## config.mk

```make
export PLATFORM = sky130hd
export DESIGN_NAME = frame_sequencer_flat
export DESIGN_NICKNAME = d
export VERILOG_FILES = /design/src/rtl/cv_pkg.sv /design/src/rtl/frame_sequencer_if.sv /design/src/rtl/edge_rise.sv /design/src/rtl/frame_sequencer.sv /design/src/flat_wrapper.sv
export SDC_FILE = /design/constraint.sdc
export NUM_CORES = 1
export LEC_CHECK = 0
export BUFFER_PORTS_ARGS = -buffer_cell sky130_fd_sc_hd__buf_2
export CORE_ASPECT_RATIO = 1.25
export CORE_MARGIN = 2
export CORE_UTILIZATION = 53
export DETAILED_ROUTE_END_ITERATION = 12
export PLACE_DENSITY = 0.8
export SLEW_MARGIN = 10
export SYNTH_ARGS = -nofsm -noshare
export SYNTH_HDL_FRONTEND = slang
export SYNTH_SLANG_ARGS = --single-unit
```

## constraint.sdc

```tcl
create_clock -name clk25 -period 5.5 [get_ports clk25]
set_input_delay 0.55 -clock clk25 [delete_from_list [all_inputs] [get_ports clk25]]
set_output_delay 0.55 -clock clk25 [all_outputs]
set_load 0.01 [all_outputs]
```

## src/rtl/cv_pkg.sv

```systemverilog
// cv_pkg: shared types and constants for the camera/vision frame path.
//   seq_state_t   frame sequencer FSM encoding
//   DEF_WIDTH     default pixels per line
//   DEF_HEIGHT    default lines per frame
//   ADDR_W        pixel index width; holds 640*480-1
//   TO_W          LeNet timeout counter width
package cv_pkg;

  typedef enum logic [1:0] {
    IDLE      = 2'd0,
    PROCESS   = 2'd1,
    LENET     = 2'd2,
    SWAP_WAIT = 2'd3
  } seq_state_t;

  localparam int DEF_WIDTH  = 640;
  localparam int DEF_HEIGHT = 480;
  localparam int ADDR_W     = 19;
  localparam int TO_W       = 20;

endpackage

```

## src/rtl/frame_sequencer_if.sv

```systemverilog
// frame_sequencer_if: LeNet request/start/done handshake.
//   lenet_signal  request to run LeNet on the next processed frame
//   lenet_done    one-cycle completion pulse from LeNet
//   lenet_start   one-cycle start pulse to LeNet
//   lenet_busy    high while the sequencer waits on LeNet
// master: the sequencer side; slave: the LeNet/requester side.
interface frame_sequencer_if;
  logic lenet_signal;
  logic lenet_done;
  logic lenet_start;
  logic lenet_busy;

  modport master (
    input  lenet_signal,
    input  lenet_done,
    output lenet_start,
    output lenet_busy
  );

  modport slave (
    output lenet_signal,
    output lenet_done,
    input  lenet_start,
    input  lenet_busy
  );
endinterface

```

## src/rtl/edge_rise.sv

```systemverilog
// edge_rise: registered rising-edge detector.
//   clk     clock
//   rst     synchronous active-high reset, clears the history register
//   sig_i   level input, synchronous to clk
//   rise_o  high in the cycle sig_i is first seen high
module edge_rise (
  input  logic clk,
  input  logic rst,
  input  logic sig_i,
  output logic rise_o
);

  logic prev_q;

  always_ff @(posedge clk) begin
    if (rst) prev_q <= 1'b0;
    else     prev_q <= sig_i;
  end

  assign rise_o = sig_i & ~prev_q;

endmodule

```

## src/rtl/frame_sequencer.sv

```systemverilog
// frame_sequencer: per-frame controller for the pixel-processing core.
//   clk25         pixel clock
//   rst           synchronous active-high reset
//   cam_vsync     camera frame-complete level (rise = frame ready)
//   vga_vsync     VGA frame-boundary level (rise = safe bank swap)
//   lenet         LeNet handshake (master side)
//   core_en       core pixel enable, C_FRAME cycles per pass
//   core_pix_cnt  current pixel index
//   wr_bank       bank the core writes
//   rd_bank       bank VGA reads, always ~wr_bank
//   frame_cnt     completed-swap counter
//   timeout_err   sticky LeNet timeout flag
//
// state     | meaning
// IDLE      | waiting for a camera frame (new rise or pending one)
// PROCESS   | core enabled, sweeping all pixels of the frame
// LENET     | waiting for LeNet to finish, timeout counter running
// SWAP_WAIT | waiting for a vga_vsync rise to swap output banks
module frame_sequencer
  import cv_pkg::*;
#(
  parameter int WIDTH         = DEF_WIDTH,
  parameter int HEIGHT        = DEF_HEIGHT,
  parameter int LENET_TIMEOUT = 1048576
) (
  input  logic                 clk25,
  input  logic                 rst,
  input  logic                 cam_vsync,
  input  logic                 vga_vsync,
  frame_sequencer_if.master    lenet,
  output logic                 core_en,
  output logic [ADDR_W-1:0]    core_pix_cnt,
  output logic                 wr_bank,
  output logic                 rd_bank,
  output logic [7:0]           frame_cnt,
  output logic                 timeout_err
);

  localparam int C_FRAME = WIDTH * HEIGHT;
  localparam logic [ADDR_W-1:0] PIX_LAST = ADDR_W'(C_FRAME - 1);
  localparam logic [TO_W-1:0]   TO_LAST  = TO_W'(LENET_TIMEOUT - 1);

  seq_state_t        state_q, state_d;
  logic [ADDR_W-1:0] pix_cnt_q, pix_cnt_d;
  logic [TO_W-1:0]   to_cnt_q, to_cnt_d;
  logic              wr_bank_q, wr_bank_d;
  logic [7:0]        frame_cnt_q, frame_cnt_d;
  logic              timeout_err_q, timeout_err_d;
  logic              cam_pend_q, cam_pend_d;
  logic              lenet_req_q, lenet_req_d;
  logic              enter_lenet;
  logic              cam_rise, vga_rise;

  edge_rise u_cam_rise (.clk(clk25), .rst(rst), .sig_i(cam_vsync), .rise_o(cam_rise));
  edge_rise u_vga_rise (.clk(clk25), .rst(rst), .sig_i(vga_vsync), .rise_o(vga_rise));

  always_comb begin
    state_d       = state_q;
    pix_cnt_d     = pix_cnt_q;
    to_cnt_d      = to_cnt_q;
    wr_bank_d     = wr_bank_q;
    frame_cnt_d   = frame_cnt_q;
    timeout_err_d = timeout_err_q;
    cam_pend_d    = cam_pend_q;
    enter_lenet   = 1'b0;

    // One frame of backlog at most; a rise while already pending is lost.
    if (state_q != IDLE && cam_rise) cam_pend_d = 1'b1;

    case (state_q)
      IDLE: begin
        if (cam_rise || cam_pend_q) begin
          state_d    = PROCESS;
          cam_pend_d = 1'b0;
          pix_cnt_d  = '0;
        end
      end
      PROCESS: begin
        pix_cnt_d = pix_cnt_q + 1'b1;
        if (pix_cnt_q == PIX_LAST) begin
          pix_cnt_d = '0;
          to_cnt_d  = '0;
          if (lenet_req_q) begin
            state_d     = LENET;
            enter_lenet = 1'b1;
          end else begin
            state_d = SWAP_WAIT;
          end
        end
      end
      LENET: begin
        to_cnt_d = to_cnt_q + 1'b1;
        // done takes priority over a coincident timeout
        if (lenet.lenet_done) begin
          state_d = SWAP_WAIT;
        end else if (to_cnt_q == TO_LAST) begin
          timeout_err_d = 1'b1;
          state_d       = SWAP_WAIT;
        end
      end
      SWAP_WAIT: begin
        if (vga_rise) begin
          wr_bank_d   = ~wr_bank_q;
          frame_cnt_d = frame_cnt_q + 8'd1;
          state_d     = IDLE;
        end
      end
      default: state_d = IDLE;
    endcase

    // A new request arriving as LeNet starts belongs to the next frame.
    lenet_req_d = lenet_req_q;
    if (enter_lenet)        lenet_req_d = 1'b0;
    if (lenet.lenet_signal) lenet_req_d = 1'b1;
  end

  always_ff @(posedge clk25) begin
    if (rst) begin
      state_q       <= IDLE;
      pix_cnt_q     <= '0;
      to_cnt_q      <= '0;
      wr_bank_q     <= 1'b0;
      frame_cnt_q   <= '0;
      timeout_err_q <= 1'b0;
      cam_pend_q    <= 1'b0;
      lenet_req_q   <= 1'b0;
    end else begin
      state_q       <= state_d;
      pix_cnt_q     <= pix_cnt_d;
      to_cnt_q      <= to_cnt_d;
      wr_bank_q     <= wr_bank_d;
      frame_cnt_q   <= frame_cnt_d;
      timeout_err_q <= timeout_err_d;
      cam_pend_q    <= cam_pend_d;
      lenet_req_q   <= lenet_req_d;
    end
  end

  assign core_en           = (state_q == PROCESS);
  assign core_pix_cnt      = pix_cnt_q;
  assign wr_bank           = wr_bank_q;
  assign rd_bank           = ~wr_bank_q;
  assign frame_cnt         = frame_cnt_q;
  assign timeout_err       = timeout_err_q;
  assign lenet.lenet_busy  = (state_q == LENET);
  // The timeout counter is zero only in the first LENET cycle.
  assign lenet.lenet_start = (state_q == LENET) && (to_cnt_q == '0);

endmodule

```

## src/flat_wrapper.sv

```systemverilog
// flat-port wrapper written by rule: the top's interface ports become plain ports
module frame_sequencer_flat import cv_pkg::*;
#(
  parameter int WIDTH         = DEF_WIDTH,
  parameter int HEIGHT        = DEF_HEIGHT,
  parameter int LENET_TIMEOUT = 1048576
)
  (clk25, rst, cam_vsync, vga_vsync, core_en, core_pix_cnt, wr_bank, rd_bank, frame_cnt, timeout_err, lenet_lenet_signal, lenet_lenet_done, lenet_lenet_start, lenet_lenet_busy);
  frame_sequencer_if lenet_i ();
  input  logic clk25;
  input  logic rst;
  input  logic cam_vsync;
  input  logic vga_vsync;
  output logic core_en;
  output logic [ADDR_W-1:0] core_pix_cnt;
  output logic wr_bank;
  output logic rd_bank;
  output logic [7:0] frame_cnt;
  output logic timeout_err;
  input wire logic [$bits(lenet_i.lenet_signal)-1:0] lenet_lenet_signal;
  input wire logic [$bits(lenet_i.lenet_done)-1:0] lenet_lenet_done;
  output wire logic [$bits(lenet_i.lenet_start)-1:0] lenet_lenet_start;
  output wire logic [$bits(lenet_i.lenet_busy)-1:0] lenet_lenet_busy;
  assign lenet_i.lenet_signal = lenet_lenet_signal;
  assign lenet_i.lenet_done = lenet_lenet_done;
  assign lenet_lenet_start = lenet_i.lenet_start;
  assign lenet_lenet_busy = lenet_i.lenet_busy;
  frame_sequencer #(.WIDTH(WIDTH), .HEIGHT(HEIGHT), .LENET_TIMEOUT(LENET_TIMEOUT)) u_core (.clk25(clk25), .rst(rst), .cam_vsync(cam_vsync), .vga_vsync(vga_vsync), .lenet(lenet_i), .core_en(core_en), .core_pix_cnt(core_pix_cnt), .wr_bank(wr_bank), .rd_bank(rd_bank), .frame_cnt(frame_cnt), .timeout_err(timeout_err));
endmodule
```

==> Word-level counts from Yosys, hierarchy flattened <==
Index checks and enable logic that the tools add are counted.
{ "totals": {"regBits": 55, "inputBits": 6, "output_inout_bits": 33, "elab_cells": 62} }
{ "op_classes": {"add_sub_neg": 3, "eq_ne": 9, "mux": 20, "n_bitwise": 6, "reduce_logical": 14} }
{ "ops": {"columns": ["cell", "count"], "rows": [
  ["20-bit one-hot mux with 2 select lines", 1],
  ["19-bit 2-to-1 mux", 2],
  ["19-bit one-hot mux with 2 select lines", 1],
  ["20-bit by 1-bit adder with 20-bit output (second input constant)", 1],
  ["20-bit == test (second input constant)", 1],
  ["20-bit zero test", 1],
  ["20-bit 2-to-1 mux", 1],
  ["19-bit by 1-bit adder with 19-bit output (second input constant)", 1],
  ["19-bit == test (second input constant)", 1],
  ["2-bit 2-to-1 mux", 5],
  ["1-bit 2-to-1 mux", 9],
  ["8-bit by 1-bit adder with 8-bit output (second input constant)", 1],
  ["2-bit one-hot mux with 4 select lines", 1],
  ["2-bit nonzero test", 4],
  ["2-bit AND reduction", 3],
  ["2-bit == test (second input constant)", 2],
  ["2-bit by 1-bit != test with 1-bit output (second input constant)", 2],
  ["1-bit NOT", 4],
  ["4-bit AND reduction", 1],
  ["3-bit by 2-bit != test with 1-bit output (second input constant)", 1],
  ["3-bit AND reduction", 1],
  ["1-bit bitwise AND", 2],
  ["2-bit by 1-bit == test with 1-bit output (second input constant)", 1],
  ["1-bit logical AND", 2],
  ["3 further kinds", 3]
]} }

==> Depth between registers and ports, before layout <==
{ "logic_depth": {"depth_word": 6, "depth_mapped": 9, "mapped_depth_nobuf": 7} }

==> Cells and area by module <==
Synthesis repeated with hierarchy kept, for this count alone.
{ "hier_totals": {"cells_unflattened": 341, "hier_area_um2": 2879.0} }
{ "modules_own_cells": {"columns": ["module", "instances", "cells_each", "area_per_inst_um2", "seq_area_each_um2"], "rows": [
  ["frame_sequencer", 1, 335, 2783.9, 1061.0],
  ["edge_rise", 2, 3, 47.5, 20.0]
]} }

==> Worst setup path before layout <==
No wires, ideal clock.
{ "synth_path": {"path_kind": "reg2out", "from": "register u_core.state_q[0]", "to": "output lenet_lenet_start", "t_arrival_ns": 1.515, "required_time_ns": 4.950, "slack_ns": 3.435, "path_stages_with_launch": 7, "n_path_buf": 1, "cell_sequence": "dfxtp_1 > inv_1 > ha_1 > clkbuf_1 > nor4b_1 > nand3_1 > nor2_1"} }
{ "synth_between": {"elab_chain_len": 2} }
{ "synth_lines": {"columns": ["element", "line_no", "rtl"], "rows": [
  ["from (decl)", "frame_sequencer.sv:43", "seq_state_t state_q, state_d;"],
  ["from (signal assigned)", "frame_sequencer.sv:128", "state_q <= state_d;"],
  ["2-bit == test", null, null],
  ["net lenet_lenet_busy", "flat_wrapper.sv:23", "output wire logic [$bits(lenet_i.lenet_busy)-1:0] lenet_lenet_busy;"],
  ["1-bit logical AND", "frame_sequencer.sv:147", "assign lenet.lenet_start = (state_q == LENET) && (to_cnt_q == '0);"],
  ["to (decl)", "flat_wrapper.sv:22", "output wire logic [$bits(lenet_i.lenet_start)-1:0] lenet_lenet_start;"]
]} }
The timed path passes the listed nets, and every way through them passes these cells.

==> Worst setup path in the final report <==
{ "layout_path": {"from": "register u_core.state_q[1]", "to": "register u_core.pix_cnt_q[9] (netlist: u_core.core_pix_cnt[9])"} }
{ "layout_between": {"elab_chain_len": 3, "word_cells_on_any_way": 6, "cone_classes": "eq/ne: 2; mux: 1; reduce/logical: 3"} }
{ "layout_lines": {"columns": ["element", "line_no", "rtl"], "rows": [
  ["2-bit zero test or 2-bit by 1-bit == test with 1-bit output (tied branches)", "frame_sequencer.sv:70", "case (state_q)"],
  ["2-bit by 1-bit != test with 1-bit output (no source line) or 2-bit nonzero test (tied branches)", null, null],
  ["2-bit AND reduction (no source line)", null, null],
  ["to (signal assigned)", "frame_sequencer.sv:129", "pix_cnt_q <= pix_cnt_d;"],
  ["to (decl)", "frame_sequencer.sv:44", "logic [ADDR_W-1:0] pix_cnt_q, pix_cnt_d;"]
]} }
Parallel ways exist; a longest one is shown, timed or not.
A chain may end at the register's enable or synchronous reset.

==> impl_metrics.csv <==
group,metric,value,unit
grt,grt_pass1_vias,2267,
sta,max_freq,392,MHz
clock_network,cts_htree_levels,2,
synth,synth_seq_cells,55,
detailed_routing,drc,0,
synth,synth_compound_area_share,12.7,%
clock_network,clock_sinks,55,
sta,worst_slew_pin_slew,1.03,ns
die,die-area,6060,um^2
layout,finalNetCount,388,
pwr,peakVddDrop,0.000208,V
setup_path,crit_chain,"inv_1, ha_1, nor2_1, a31oi_1, a21o_1, nor2_1",
job,drv_cap,0,
layout,fin_cells,438,
place,place_congestion,0.858,
clock_network,ctsResizeCount,0,
clock_network,cts_tree,"yes",
clock_network,clk_path_buf_depth,2,
setup_path,crit_top_cell,"nor2_1",
synth,synth_ff_type,"dfxtp_1",
detailed_routing,vias,2546,
place,dp_cells,430,
detailed_routing,wl_per_cell,13.8,um
synth,syn_area,2890,um^2
place,dpl.hpwl,4.40,mm
place,place_ws,2.99,ns
setup_path,cp-end-kind,"flop",
die,fp.dieH,86.5,um
clock_network,cts_root_buffer,"clkbuf_8",
place,port_buffers,38,
layout,areaGrowthSynthToFinish,9.79,%
sta,finalHoldViolations,0,
setup_path,cp_max_fo,19,
clock_network,cts_hold_buf,0,
synth,syn_nets,361,
setup_path,slowest_stage,"a31oi_1",
synth,synth_area_per_cell,8.35,um^2
detailed_routing,wirelength,6.03,mm
clock_network,clock_latency,0.31,ns
setup_path,crit_buf_inv,1,
detailed_routing,via_per_inst,5.81,
grt,grt_overflow,0,
synth,muxShareOfSynthArea,2.08,%
setup_path,critPathRequiredTime,5.67,ns
grt,antenna_found_initial,0,
sta,drv_slew,0,
clock_network,cts_setup_buffers,0,
min_path,hold_class,"in2reg",
sta,setup_slack,2.95,ns
synth,synth.distinct_cells,51,
sta,period_share,46.4,%
sta,fin_crit,2.55,ns
die,start_util,54.2,%
grt,grt_max_degree,29,
setup_path,cp_data_arrival_time,2.72,ns
clock_network,cts_made_buffers,5,
sta,worst_slew_margin_rel,30.4,%
setup_path,slowest_delay,0.68,ns
synth,synth-adder-area-share,3.90,%
pwr,p_leak,1.20,nW
synth,yosysWarnings,0,
detailed_routing,drtAntennaViolNets,0,
synth,ys_seq_area_share,38.1,%
pwr,p_per_area,303,nW/um^2
detailed_routing,firstDrtPassIters,4,
setup_path,crit_type,"reg2reg",
layout,final_layout_size_suffix_gt1_share,14.2,%
status,status,"finished, final reports clean",
synth,synth_top_family_by_area,"simple AND/OR/NAND/NOR gates",
die,ios,39,
die,core_area,5330,um^2
sta,rsz0062_at_grt,"no",
grt,grt_pass1_wl,10.4,mm
clock_network,clk_pin_slew_worst_paths,0.09,ns
layout,fill_cells,496,
sta,setup_viol_count_final,0,
sta,tns,0,ns
layout,diodes,0,
detailed_routing,drtIter0Drc,208,
die,rows,30,
synth,synthArstFlopShare,0,%
synth,synth_edf_count,0,
sta,fin_worst_skew,0.0116,ns
synth,postSynthCellCount,346,
synth,synthSimpleGateAreaFrac,30.8,%
setup_path,critPathLaunchType,"flop",
synth,synth-xor-area-share,7.89,%
die,die_width,70.0,um
setup_path,critPathTopFamily,"compound AO/OA/AOI/OAI gates",
grt,grt_use_total,21.0,%
[worst reg2reg max path, stage by stage, from the launching register on]
cell	delay [ns]
dfxtp_1	0.37
inv_1	0.12
ha_1	0.40
nor2_1	0.10
a31oi_1	0.68
a21o_1	0.62
nor2_1	0.13
[through the flow]
stage                     area (um^2)  hold slack [ns]  util, %  power (mW)
after floorplan                  2890            0.451        -       0.662
after global placement           3070            0.470     57.5       0.714
after detailed placement         3070            0.470     57.5       0.722
after CTS                        3170            0.454     59.5       0.969
after global routing             3170            0.472     59.5        1.02
final                            3170            0.458     59.5       0.961
[flip-flops by register name, summed over array words and instances (netlist names)]
signal / count
u_core.lenet_req_q: 1
u_core.timeout_err: 1
u_core.cam_pend_q: 1
u_core.state_q: 2
u_core.core_pix_cnt: 19
u_core.u_cam_rise.prev_q: 1
u_core.to_cnt_q: 20
u_core.wr_bank: 1
u_core.u_vga_rise.prev_q: 1
u_core.frame_cnt: 8
[where the power goes]
part	total (mW)	leakage (nW)	internal, mW	switching [mW]
Combinational	0.280	0.709	0.0996	0.180
Sequential	0.434	0.445	0.416	0.0188
Clock	0.247	0.0505	0.115	0.132
[per-layer routing]
| metal | track usage [%] | part of all wire (%) | vias up |
|---|---|---|---|
| met2 | 37.7 | 51 | 55 |
| met3 | 3.95 | 4.2 | 7 |
| li1 | - | - | 1287 |
| met4 | 6.47 | 1.2 | 0 |
| met1 | 25.6 | 44 | 1197 |
| met5 | 0 | 0 | - |
[cell usage in the layout (no fill, tap or decap), types with 10 or more instances in the layout]
cell type	instances
o21ai_0	18
xor2_1	11
buf_2	38
a21oi_1	11
nand4_1	14
dfxtp_1	55
inv_1	10
nand2_1	25
nor2_1	45
nand3_1	25
xnor2_1	15
[Yosys cell counts (2+ instances only)]
cell type | n | area, um^2
nand2_1 | 25 | 93.8
o21ai_0 | 18 | 90.1
a21oi_1 | 11 | 55.1
a211oi_1 | 2 | 15.0
ha_1 | 9 | 113
inv_1 | 10 | 37.5
nand2b_1 | 5 | 31.3
nand3_1 | 25 | 125
o31ai_1 | 4 | 30.0
nand4_1 | 14 | 87.6
nor4_1 | 6 | 37.5
nor3_1 | 8 | 40.0
and3_1 | 8 | 50.1
dfxtp_1 | 55 | 1100
a31o_2 | 2 | 17.5
nor4bb_1 | 2 | 20.0
o311ai_0 | 2 | 17.5
a31oi_1 | 3 | 18.8
xor2_1 | 11 | 96.3
nor4b_1 | 2 | 17.5
mux2i_1 | 6 | 60.1
clkbuf_1 | 7 | 26.3
nor2_1 | 45 | 169
a22o_1 | 2 | 17.5
nand4b_1 | 4 | 35.0
and4_1 | 5 | 43.8
and2_1 | 3 | 18.8
buf_4 | 2 | 15.0
buf_2 | 7 | 35.0
nor2b_1 | 7 | 43.8
xnor2_1 | 15 | 131
a2bb2oi_1 | 2 | 17.5
[worst paths after layout]
check | startpoint | endpoint | slack [ns] | cells after the start
setup / recovery | u_core.state_q[1] | u_core.core_pix_cnt[9] | 2.95 | 6
hold reg to reg | u_core.timeout_err | u_core.timeout_err | 0.48 | 2
setup reg to reg | u_core.state_q[1] | u_core.core_pix_cnt[9] | 2.95 | 6
hold / removal | lenet_lenet_signal | u_core.lenet_req_q | 0.46 | 3
[layout make-up]
| class | instances | area, um^2 | share of cell area (%) |
|---|---|---|---|
| multi-input combinational | 263 | 1660 | 52.3 |
| clock inverter | 1 | 7.51 | 0.237 |
| sequential | 55 | 1100 | 34.7 |
| inverter | 10 | 37.5 | 1.18 |
| clock buffer | 7 | 96.3 | 3.04 |
| tap | 64 | 80.1 | 2.53 |
| timing repair buffer | 38 | 190 | 6.00 |
[cells by family after synthesis]
| family | count (synthesis) |
|---|---|
| flip-flops | 55 |
| XOR/XNOR | 26 |
| AO/OA/AOI/OAI | 55 |
| multiplexers | 6 |
| adder cells (fa/ha/maj) | 9 |
| AND/OR/NAND/NOR | 167 |
| buffers and inverters | 28 |
(Power assumes the default switching activity.)
